### src/rtl/fft_pkg.sv
// -----------------------------------------------------------------------------
// fft_pkg
// Shared constants and types for the 256-point radix-2 in-place FFT control
// path. Imported by the stage sequencer and its butterfly address generator.
//   LOG2N   : number of stages (log2 of the transform length)
//   N       : transform length
//   NBF     : butterflies issued per stage
//   STAGE_W : width of the stage counter / stage_count_out
//   ADDR_W  : width of a sample RAM address
//   J_W     : width of the in-stage butterfly index j
// -----------------------------------------------------------------------------
package fft_pkg;

  localparam int LOG2N   = 8;
  localparam int N       = 2 ** LOG2N;
  localparam int NBF     = N / 2;
  localparam int STAGE_W = 4;
  localparam int ADDR_W  = LOG2N;
  localparam int J_W     = LOG2N - 1;

  typedef enum logic [2:0] {
    IDLE  = 3'd0,
    CLEAR = 3'd1,
    ISSUE = 3'd2,
    DRAIN = 3'd3,
    DONE  = 3'd4
  } seq_state_t;

endpackage

### src/rtl/fft_stage_sequencer_addr_gen.sv
// -----------------------------------------------------------------------------
// fft_bf_addr_gen
// Purely combinational butterfly address generator for an in-place radix-2
// FFT. For butterfly j of stage s:
//   k        = j mod 2**s          (twiddle index)
//   g        = j >> s              (butterfly group)
//   addr_top = g * 2**(s+1) + k
//   addr_bot = addr_top + 2**s
// Ports:
//   stage_i    : current stage, 0..LOG2N-1
//   j_i        : butterfly index within the stage, 0..NBF-1
//   addr_top_o : top operand address
//   addr_bot_o : bottom operand address
//   k_o        : twiddle index for this butterfly
// -----------------------------------------------------------------------------
module fft_bf_addr_gen
  import fft_pkg::*;
(
  input  logic [STAGE_W-1:0] stage_i,
  input  logic [J_W-1:0]     j_i,
  output logic [ADDR_W-1:0]  addr_top_o,
  output logic [ADDR_W-1:0]  addr_bot_o,
  output logic [J_W-1:0]     k_o
);

  logic [ADDR_W-1:0] span_s;
  logic [ADDR_W-1:0] mask_s;
  logic [ADDR_W-1:0] j_ext_s;
  logic [ADDR_W-1:0] k_ext_s;
  logic [ADDR_W-1:0] group_s;

  // Split j into group and in-group offset, then place the pair in memory.
  always_comb begin
    span_s     = ADDR_W'(1) << stage_i;
    mask_s     = span_s - ADDR_W'(1);
    j_ext_s    = {1'b0, j_i};
    k_ext_s    = j_ext_s & mask_s;
    group_s    = j_ext_s >> stage_i;
    // g * 2**(s+1) never exceeds 255 because g < 2**(7-s).
    addr_top_o = (group_s << (stage_i + STAGE_W'(1))) + k_ext_s;
    addr_bot_o = addr_top_o + span_s;
    k_o        = j_i & mask_s[J_W-1:0];
  end

endmodule

### src/rtl/fft_stage_sequencer.sv
// -----------------------------------------------------------------------------
// fft_stage_sequencer
// Master sequencer for the 256-point radix-2 in-place FFT. Walks the 8 stages,
// offers 128 butterflies per stage over a valid/ready handshake and keeps the
// external twiddle index generator in lockstep via k_clear / k_enable.
// Ports:
//   clk             : clock, rising edge
//   nrst            : asynchronous active-low reset
//   start           : begin a transform (only looked at in IDLE)
//   bf_ready        : datapath accepts the offered butterfly
//   pipe_idle       : datapath pipeline empty (only looked at in DRAIN)
//   bf_valid        : butterfly offered on addr_top / addr_bot
//   addr_top        : top operand address
//   addr_bot        : bottom operand address
//   stage_count_out : current stage 0..7, changes only on entry to CLEAR
//   k_enable        : advance twiddle k (combinational: bf_valid & bf_ready)
//   k_clear         : zero twiddle k (asserted for the CLEAR cycle)
//   busy            : transform in progress (CLEAR, ISSUE, DRAIN)
//   done            : one-cycle completion pulse
// -----------------------------------------------------------------------------
module fft_stage_sequencer
  import fft_pkg::*;
(
  input  logic               clk,
  input  logic               nrst,
  input  logic               start,
  input  logic               bf_ready,
  input  logic               pipe_idle,
  output logic               bf_valid,
  output logic [ADDR_W-1:0]  addr_top,
  output logic [ADDR_W-1:0]  addr_bot,
  output logic [STAGE_W-1:0] stage_count_out,
  output logic               k_enable,
  output logic               k_clear,
  output logic               busy,
  output logic               done
);

  localparam logic [J_W-1:0]     J_LAST     = J_W'(NBF - 1);
  localparam logic [STAGE_W-1:0] STAGE_LAST = STAGE_W'(LOG2N - 1);

  seq_state_t         state_q;
  logic [STAGE_W-1:0] stage_q;
  logic [J_W-1:0]     j_q;
  logic               bf_valid_q;
  logic [ADDR_W-1:0]  addr_top_q;
  logic [ADDR_W-1:0]  addr_bot_q;
  logic               k_clear_q;
  logic               busy_q;
  logic               done_q;

  logic [J_W-1:0]     gen_j_s;
  logic [ADDR_W-1:0]  gen_top_s;
  logic [ADDR_W-1:0]  gen_bot_s;
  logic [J_W-1:0]     unused_k_s;

  // The generator looks one butterfly ahead so the address registers can be
  // loaded on the same edge that advances j (j=0 when leaving CLEAR).
  assign gen_j_s = (state_q == ISSUE) ? (j_q + J_W'(1)) : {J_W{1'b0}};

  fft_bf_addr_gen u_addr_gen (
    .stage_i    (stage_q),
    .j_i        (gen_j_s),
    .addr_top_o (gen_top_s),
    .addr_bot_o (gen_bot_s),
    .k_o        (unused_k_s)
  );

  // Sequencer FSM, stage/j counters and registered outputs.
  always_ff @(posedge clk or negedge nrst) begin
    if (!nrst) begin
      state_q    <= IDLE;
      stage_q    <= {STAGE_W{1'b0}};
      j_q        <= {J_W{1'b0}};
      bf_valid_q <= 1'b0;
      addr_top_q <= {ADDR_W{1'b0}};
      addr_bot_q <= {ADDR_W{1'b0}};
      k_clear_q  <= 1'b0;
      busy_q     <= 1'b0;
      done_q     <= 1'b0;
    end else begin
      k_clear_q <= 1'b0;
      done_q    <= 1'b0;
      case (state_q)
        IDLE: begin
          if (start) begin
            state_q   <= CLEAR;
            stage_q   <= {STAGE_W{1'b0}};
            j_q       <= {J_W{1'b0}};
            k_clear_q <= 1'b1;
            busy_q    <= 1'b1;
          end
        end
        CLEAR: begin
          state_q    <= ISSUE;
          j_q        <= {J_W{1'b0}};
          bf_valid_q <= 1'b1;
          addr_top_q <= gen_top_s;
          addr_bot_q <= gen_bot_s;
        end
        ISSUE: begin
          // Without ready everything holds, so the twiddle k holds too.
          if (bf_ready) begin
            if (j_q == J_LAST) begin
              state_q    <= DRAIN;
              j_q        <= {J_W{1'b0}};
              bf_valid_q <= 1'b0;
              addr_top_q <= {ADDR_W{1'b0}};
              addr_bot_q <= {ADDR_W{1'b0}};
            end else begin
              j_q        <= j_q + J_W'(1);
              addr_top_q <= gen_top_s;
              addr_bot_q <= gen_bot_s;
            end
          end
        end
        DRAIN: begin
          // Next stage reads what this stage wrote, so wait for write-backs.
          if (pipe_idle) begin
            if (stage_q == STAGE_LAST) begin
              state_q <= DONE;
              done_q  <= 1'b1;
              busy_q  <= 1'b0;
            end else begin
              state_q   <= CLEAR;
              stage_q   <= stage_q + STAGE_W'(1);
              k_clear_q <= 1'b1;
            end
          end
        end
        DONE: begin
          state_q <= IDLE;
        end
        default: begin
          state_q    <= IDLE;
          bf_valid_q <= 1'b0;
          busy_q     <= 1'b0;
        end
      endcase
    end
  end

  assign bf_valid        = bf_valid_q;
  assign addr_top        = addr_top_q;
  assign addr_bot        = addr_bot_q;
  assign stage_count_out = stage_q;
  assign k_clear         = k_clear_q;
  assign busy            = busy_q;
  assign done            = done_q;
  // Same-cycle advance keeps the generator's k aligned with the offered j.
  assign k_enable        = bf_valid_q & bf_ready;

endmodule

### config.mk
export PLATFORM = sky130hd
export DESIGN_NAME = fft_stage_sequencer
export DESIGN_NICKNAME = d
export VERILOG_FILES = /design/src/rtl/fft_pkg.sv /design/src/rtl/fft_stage_sequencer_addr_gen.sv /design/src/rtl/fft_stage_sequencer.sv
export SDC_FILE = /design/constraint.sdc
export NUM_CORES = 1
export LEC_CHECK = 0
export CORE_MARGIN = 1
export CORE_UTILIZATION = 46
export CTS_CLUSTER_SIZE = 30
export DETAILED_ROUTE_END_ITERATION = 10
export PLACE_DENSITY_LB_ADDON = 0.1
export SYNTH_ARGS = -nofsm -noshare
export SYNTH_HDL_FRONTEND = slang
export SYNTH_HIERARCHICAL = 1
export SYNTH_SLANG_ARGS = --single-unit
### constraint.sdc
create_clock -name clk -period 5.7 [get_ports clk]
set_clock_uncertainty 0.2 [all_clocks]
set_input_delay 1.14 -clock clk [delete_from_list [all_inputs] [get_ports clk]]
set_output_delay 1.14 -clock clk [all_outputs]
set_load 0.005 [all_outputs]
==> Word-level counts from Yosys, hierarchy flattened <==
Cells that the tools add are included.
{ "totals": {"output_inout_bits": 25, "reg_bits": 34, "latch_bits": 0, "input_bits": 5, "memories": 0, "word_cells": 80, "ramBits": 0, "rom_bits": 0} }
{ "op_classes": {"mux": 35, "n_eq_ne": 12, "n_addsub": 5, "n_lt_le_gt_ge": 0, "multipliers": 0, "bitwise": 4, "n_reduce_logical": 12, "n_shift": 3, "div_mod_pow": 0} }
{ "ops": {"columns": ["op", "count"], "rows": [
  ["two-way mux 8 bit", 4],
  ["case mux 8 bit (2 select lines)", 2],
  ["two-way mux 7 bit", 4],
  ["case mux 7 bit (3 select lines)", 1],
  ["adder 8 bit", 2],
  ["two-way mux 3 bit", 5],
  ["two-way mux 4 bit", 3],
  ["case mux 3 bit (4 select lines)", 1],
  ["AND reduction 4 bit", 3],
  ["two-way mux 1 bit", 11],
  ["!= test 2 bit, second input constant", 5],
  ["bitwise AND 7 x 8 -> 8 bit", 1],
  ["case mux 4 bit (2 select lines)", 1],
  ["left shift 1 x 4 -> 8 bit, first input constant", 1],
  ["left shift 8 x 4 -> 8 bit", 1],
  [">> shifter 7 x 4 -> 8 bit", 1],
  ["subtractor 8 x 1 -> 8 bit, second input constant", 1],
  ["adder 7 x 1 -> 7 bit, second input constant", 1],
  ["equality test 7 bit, second input constant", 1],
  ["equality test 3 x 2 -> 1 bit, second input constant", 2],
  ["case mux 1 bit (3 select lines)", 2],
  ["AND reduction 3 bit", 2],
  ["OR reduction 3 bit", 2],
  ["adder 4 x 1 -> 4 bit, second input constant", 1],
  ["other kinds (11)", 13]
]} }

==> Longest topological paths before layout <==
{ "logic_depth": {"ltp_word": 9, "ltp_mapped": 26, "mapped_depth_nobuf": 25} }

==> By module <==
Netlist, hierarchy kept.
{ "by_module_without_submodules": {"columns": ["module", "instances", "cells_each", "area_per_inst_um2"], "rows": [
  ["fft_stage_sequencer", 1, 156, 1614.0],
  ["fft_bf_addr_gen", 1, 181, 1311.3]
]} }

==> Worst setup path after synthesis <==
No wires, ideal clock.
{ "synth_path": {"path_kind": "flip-flop to flip-flop", "startpoint": "register state_q[2]", "endpoint": "register addr_bot_q[7] (netlist: addr_bot[7])", "required_ns": 5.379, "slack_ns": 0.496, "arrival_time_ns": 4.883, "stages_incl_launch_ff": 26, "period_less_slack_ns": 5.204, "path_cell_list": "dfrtp_1 > clkbuf_1 > or3b_2 > buf_2 > a21oi_1 > clkbuf_1 > mux2i_1 > o21a_1 > a211oi_2 > mux2i_1 > or3_1 > inv_1 > ha_1 > a21o_1 > a21oi_1 > nor2b_1 > o21a_1 > nor2_1 > xnor2_1 > ha_1 > nor3_1 > nor2_1 > o41ai_1 > xnor2_1 > xnor3_1 > a22o_1"} }
{ "synth_between": {"elab_chain_len": 9, "word_cells_on_any_way": 14} }
{ "synth_lines": {"columns": ["item", "line_no", "rtl"], "rows": [
  ["start: declaration", "fft_stage_sequencer.sv:42", "seq_state_t state_q;"],
  ["start signal: assignment", "fft_stage_sequencer.sv:72", "state_q <= IDLE;"],
  ["start signal: assignment", "fft_stage_sequencer.sv:87", "state_q <= CLEAR;"],
  ["start signal: assignment", "fft_stage_sequencer.sv:95", "state_q <= ISSUE;"],
  ["equality test 3 x 2 -> 1 bit (*)", "fft_stage_sequencer.sv:59", "assign gen_j_s = (state_q == ISSUE) ? (j_q + J_W'(1)) : {J_W{1'b0}};"],
  ["two-way mux 7 bit (*)", "fft_stage_sequencer.sv:59", null],
  ["via gen_j_s[5]", "fft_stage_sequencer.sv:52", "logic [J_W-1:0] gen_j_s;"],
  [">> shifter 7 x 4 -> 8 bit", "fft_stage_sequencer_addr_gen.sv:38", "group_s = j_ext_s >> stage_i;"],
  ["left shift 8 x 4 -> 8 bit", "fft_stage_sequencer_addr_gen.sv:40", "addr_top_o = (group_s << (stage_i + STAGE_W'(1))) + k_ext_s;"],
  ["adder 8 bit (*)", "fft_stage_sequencer_addr_gen.sv:40", null],
  ["via gen_top_s[5]", "fft_stage_sequencer.sv:53", "logic [ADDR_W-1:0] gen_top_s;"],
  ["adder 8 bit (*)", "fft_stage_sequencer_addr_gen.sv:41", "addr_bot_o = addr_top_o + span_s;"],
  ["via gen_bot_s[7]", "fft_stage_sequencer.sv:54", "logic [ADDR_W-1:0] gen_bot_s;"],
  ["two-way mux 8 bit", "fft_stage_sequencer.sv:104", "if (j_q == J_LAST) begin"],
  ["two-way mux 8 bit", "fft_stage_sequencer.sv:103", "if (bf_ready) begin"],
  ["case mux 8 bit (2 select lines) (*)", "fft_stage_sequencer.sv:84", "case (state_q)"],
  ["end signal: assignment", "fft_stage_sequencer.sv:99", "addr_bot_q <= gen_bot_s;"],
  ["end signal: assignment", "fft_stage_sequencer.sv:109", "addr_bot_q <= {ADDR_W{1'b0}};"],
  ["end signal: assignment", "fft_stage_sequencer.sv:113", "addr_bot_q <= gen_bot_s;"],
  ["end: declaration", "fft_stage_sequencer.sv:47", "logic [ADDR_W-1:0] addr_bot_q;"]
]} }
The timed path passes the listed nets; every way through them passes the cells marked *. The select of a mux whose other input is x is not followed.
A chain may end at the register's enable or synchronous reset.

==> Final worst setup path <==
{ "layout_path": {"startpoint": "register state_q[1]", "endpoint": "register addr_bot_q[7] (netlist: addr_bot[7])"} }
Same word-level chain as after synthesis.

==> impl_summary.log <==
INFO  metric status = finished clean
INFO  metric cts.reportedPaths.clkPinSlew = 0.07 ns
INFO  metric power = 0.00189 W
INFO  metric detail_route.vias_per_cell = 5.64
INFO  metric synth.yosys.seq_area_share = 0.291
INFO  metric cts.path.max_buffers = 2
INFO  metric start_util = 0.485
INFO  metric pwr_density_cell = 544 mW/mm^2
INFO  metric yosys-top-cells-area = dfrtp_1 29%, ha_1 9.8%, a22o_1 4.8%, xnor2_1 4.5%, nand2_1 3.8%
INFO  metric cpMostUsedCell = nor2_1
INFO  metric detailedPlace.worstSlack = 0.0518 ns
INFO  metric layout.filler_cells = 569
INFO  metric coreArea = 0.00603 mm^2
INFO  metric cp_data_arrival_time = 5.28 ns
INFO  metric row_count = 28
INFO  metric grt_residual_overflow = 0
INFO  metric final_routed_drc_violation_total = 0
INFO  metric wl = 6730 um
INFO  metric first_global_vias = 2448
INFO  metric grt_start_max_net_pins = 35
INFO  metric crit_type = flop to flop
INFO  metric route.vias.total = 2516
INFO  metric fmaxAchievable = 189 MHz
INFO  metric place.port_buffers = 29
INFO  metric route.detailed.wl_per_inst = 15.1 um
INFO  metric critical-path-top-delay-family = simple AND/OR/NAND/NOR gates
INFO  metric postLayoutCoreUtil = 0.576
INFO  metric yosysTopAreaCellShare = 0.291
INFO  metric final_layout_size_suffix_gt1_frac = 0.111
INFO  metric timing.final.ws_setup = 0.396 ns
INFO  metric startpoint_type = flop
INFO  metric crit_path_end_kind = flop
INFO  metric antenna_found_initial = 0
INFO  metric antenna-diode-count = 0
INFO  metric post-dp-hpwl = 5130 um
INFO  metric tritoncts = yes
INFO  metric worst_slew_margin_rel = 0.501
INFO  metric dieWidth = 81.7 um
INFO  metric cell_with_the_largest_stage_delay_on_the_worst_path = or3b_2
INFO  metric numCtsBuffers = 5
INFO  metric finalMaxSlewViolations = 0
INFO  metric fin_nets = 400
INFO  metric floorplan.die.height = 81.7 um
INFO  metric crit_fanout = 12
INFO  metric area_delta_synth_final = 18.7%
INFO  metric worst_ir_drop_vdd = 0.233 mV
INFO  metric global_routing_usage_summed_across_all_routing_layers = 0.226
INFO  metric cp_num_buf_inv = 1
INFO  metric num_io_pins = 30
INFO  metric number_of_failing_setup_endpoints_in_the_final_timing_report = 0
INFO  metric dominantRegCellSynth = dfrtp_1
INFO  metric drc_violation_total_after_the_first_tritonroute_iteration = 105
INFO  metric final.period_utilization = 0.930
INFO  metric path_cells = or3b_2 -> nor2_1 -> buf_4 -> mux2i_1 -> o21ai_0 -> mux2i_1 -> or3_1 -> fa_1 -> nor2b_1 -> o21ai_0 -> nand2b_1 -> a21o_1 -> a21oi_1 -> xnor2_1 -> ha_1 -> nor2_1 -> nor2_1 -> o41ai_2 -> xnor2_1 -> xnor3_1 -> a22o_1
INFO  metric synth-warning-count = 6
INFO  metric timing.critical_path.required = 5.68 ns
INFO  metric critical-path-max-stage-delay = 0.61 ns
INFO  metric syn_avg_cell_area = 8.68 um^2
INFO  metric synth.cell_area = 0.00293 mm^2
INFO  metric syn-instance-count = 337
INFO  metric synthDominantAreaCellType = dfrtp_1
INFO  metric leakage_power_summed_over_all_cells = 1.61 nW
INFO  metric synth_edf_count = 0
INFO  metric route.antenna.remaining_nets = 0
INFO  metric tightest_slew = 0.748 ns
INFO  metric grt_first_pass_wirelength = 11500 um
INFO  metric cts_root_buf = clkbuf_8
INFO  metric cts_num_sinks = 34
INFO  metric drt_first_pass_iters = 4
INFO  metric hold_violations = 0
INFO  metric synth-async-reset-ratio = 1.00
INFO  metric place_congestion = 0.928
INFO  metric ys_seq_elements = 34
INFO  metric period_minus_slack = 5.30 ns
INFO  metric layoutNonFillerInstCount = 446
INFO  metric clock_latency = 0.29 ns
INFO  metric hold_path.class = flop to flop
INFO  metric area_enclosed_by_the_die_boundary = 0.00668 mm^2
INFO  metric place_inst = 437
INFO  metric synth.lib_cells_used.distinct = 54
INFO  metric h_tree_depth = 2
INFO  metric mappedNetlistNets = 367
INFO  metric cap_violations = 0
-- cells by family (layout without fill, tap and decap cells) --
logic type | count (synthesis) | in the layout | synth area share
AO/OA/AOI/OAI | 86 | 86 | 0.209
multiplexers | 13 | 13 | 0.0535
XOR/XNOR | 22 | 22 | 0.0706
buffers and inverters | 33 | 67 | 0.0505
AND/OR/NAND/NOR | 124 | 124 | 0.213
adder cells (fa/ha/maj) | 25 | 25 | 0.112
flip-flops | 34 | 34 | 0.291
-- state kept, by name, summed over array words and instances (netlist names), 3 cells and up --
name,count
j_q,7
addr_top,8
addr_bot,8
stage_count_out,4
state_q,3
-- metal layers --
metal	vias up	routed length (um)	track usage
met5	-	0	0
met4	0	102	0.0737
met3	10	264	0.0411
met2	67	3310	0.396
met1	1163	3050	0.277
li1	1276	-	-
-- path summary, 6_finish.rpt --
check | from | endpoint | slack [ns] | depth (start not counted)
max | state_q[1]$_DFFE_PN0P_ | addr_bot[7]$_DFFE_PN0P_ | 0.40 | 21
max in group asynchronous | nrst | state_q[1]$_DFFE_PN0P_ | 3.92 | 2
min reg2reg | addr_bot[6]$_DFFE_PN0P_ | addr_bot[6]$_DFFE_PN0P_ | 0.30 | 1
min | addr_bot[6]$_DFFE_PN0P_ | addr_bot[6]$_DFFE_PN0P_ | 0.30 | 1
max reg2reg | state_q[1]$_DFFE_PN0P_ | addr_bot[7]$_DFFE_PN0P_ | 0.40 | 21
min in group asynchronous | nrst | addr_top[6]$_DFFE_PN0P_ | 1.05 | 2
-- cells in the mapped netlist (6+ instances only) --
cell	number
o21ai_0	20
a21oi_1	11
xor2_1	6
clkbuf_1	7
ha_1	23
a22o_1	16
dfrtp_1	34
a21o_1	8
mux2i_1	10
nor2_1	25
and2_1	8
xnor2_1	15
inv_1	18
nand2b_1	8
nand3_1	19
nor3_1	11
nand2_1	30
-- repair_timing --
action / CTS / global route
resized for setup: 0 / 9
hold buffers: 0 / 0
endpoints found under the setup margin: 0 / 1
buffers inserted: 0 / 1
-- report_power, final --
part	switching (W)	internal (W)	total (W)	leakage [nW]
registers	0.000107	0.000327	0.000435	0.433
clock network	0.0000928	0.000129	0.000222	0.0579
logic	0.000630	0.000602	0.00123	1.11
total	0.000830	0.00106	0.00189	1.61
-- final cells by class --
cell class / instances / area [um^2] / area share
Multi-Input combinational cell: 270 / 1970 / 0.567
Clock inverter: 3 / 40.0 / 0.0115
Timing Repair Buffer: 41 / 380 / 0.110
Inverter: 18 / 67.6 / 0.0195
Tap cell: 75 / 93.8 / 0.0270
Clock buffer: 5 / 68.8 / 0.0198
Sequential cell: 34 / 852 / 0.245
-- through the flow --
| stage | TNS, ns | hold WS [ns] | area [um^2] |
|---|---|---|---|
| after CTS | 0 | 0.309 | 3420 |
| after detailed placement | 0 | 0.294 | 3310 |
| after global routing | -0.00394 | 0.331 | 3470 |
| after global placement | 0 | 0.287 | 3310 |
| after floorplan | 0 | 0.297 | 2930 |
| final | 0 | 0.300 | 3470 |
-- cells in the final DEF, fill, tap and decap left out, types with 2 or more instances in the layout --
| cell | instances |
|---|---|
| xor2_1 | 5 |
| nor2b_1 | 4 |
| a31o_2 | 2 |
| nand4_1 | 2 |
| o2bb2ai_1 | 2 |
| nor3_1 | 10 |
| nand3_1 | 18 |
| nor2_1 | 25 |
| mux4_2 | 2 |
| or3_1 | 3 |
| nand2b_1 | 8 |
| and2_1 | 8 |
| a21oi_1 | 9 |
| nand2_1 | 30 |
| o31ai_1 | 4 |
| buf_4 | 12 |
| ha_1 | 22 |
| a21o_1 | 8 |
| nand3b_1 | 2 |
| clkbuf_8 | 5 |
| a21oi_2 | 3 |
| inv_1 | 18 |
| o21bai_1 | 3 |
| o21ai_0 | 20 |
| o41ai_2 | 2 |
| nor2_2 | 2 |
| o21a_1 | 4 |
| clkinv_2 | 2 |
| mux2i_1 | 10 |
| o22ai_1 | 4 |
| and3_1 | 3 |
| a22o_1 | 16 |
| clkdlybuf4s50_1 | 29 |
| a211o_1 | 2 |
| dfrtp_1 | 33 |
| fa_1 | 2 |
| xnor2_1 | 15 |
Power figures use the tool's default switching activity.
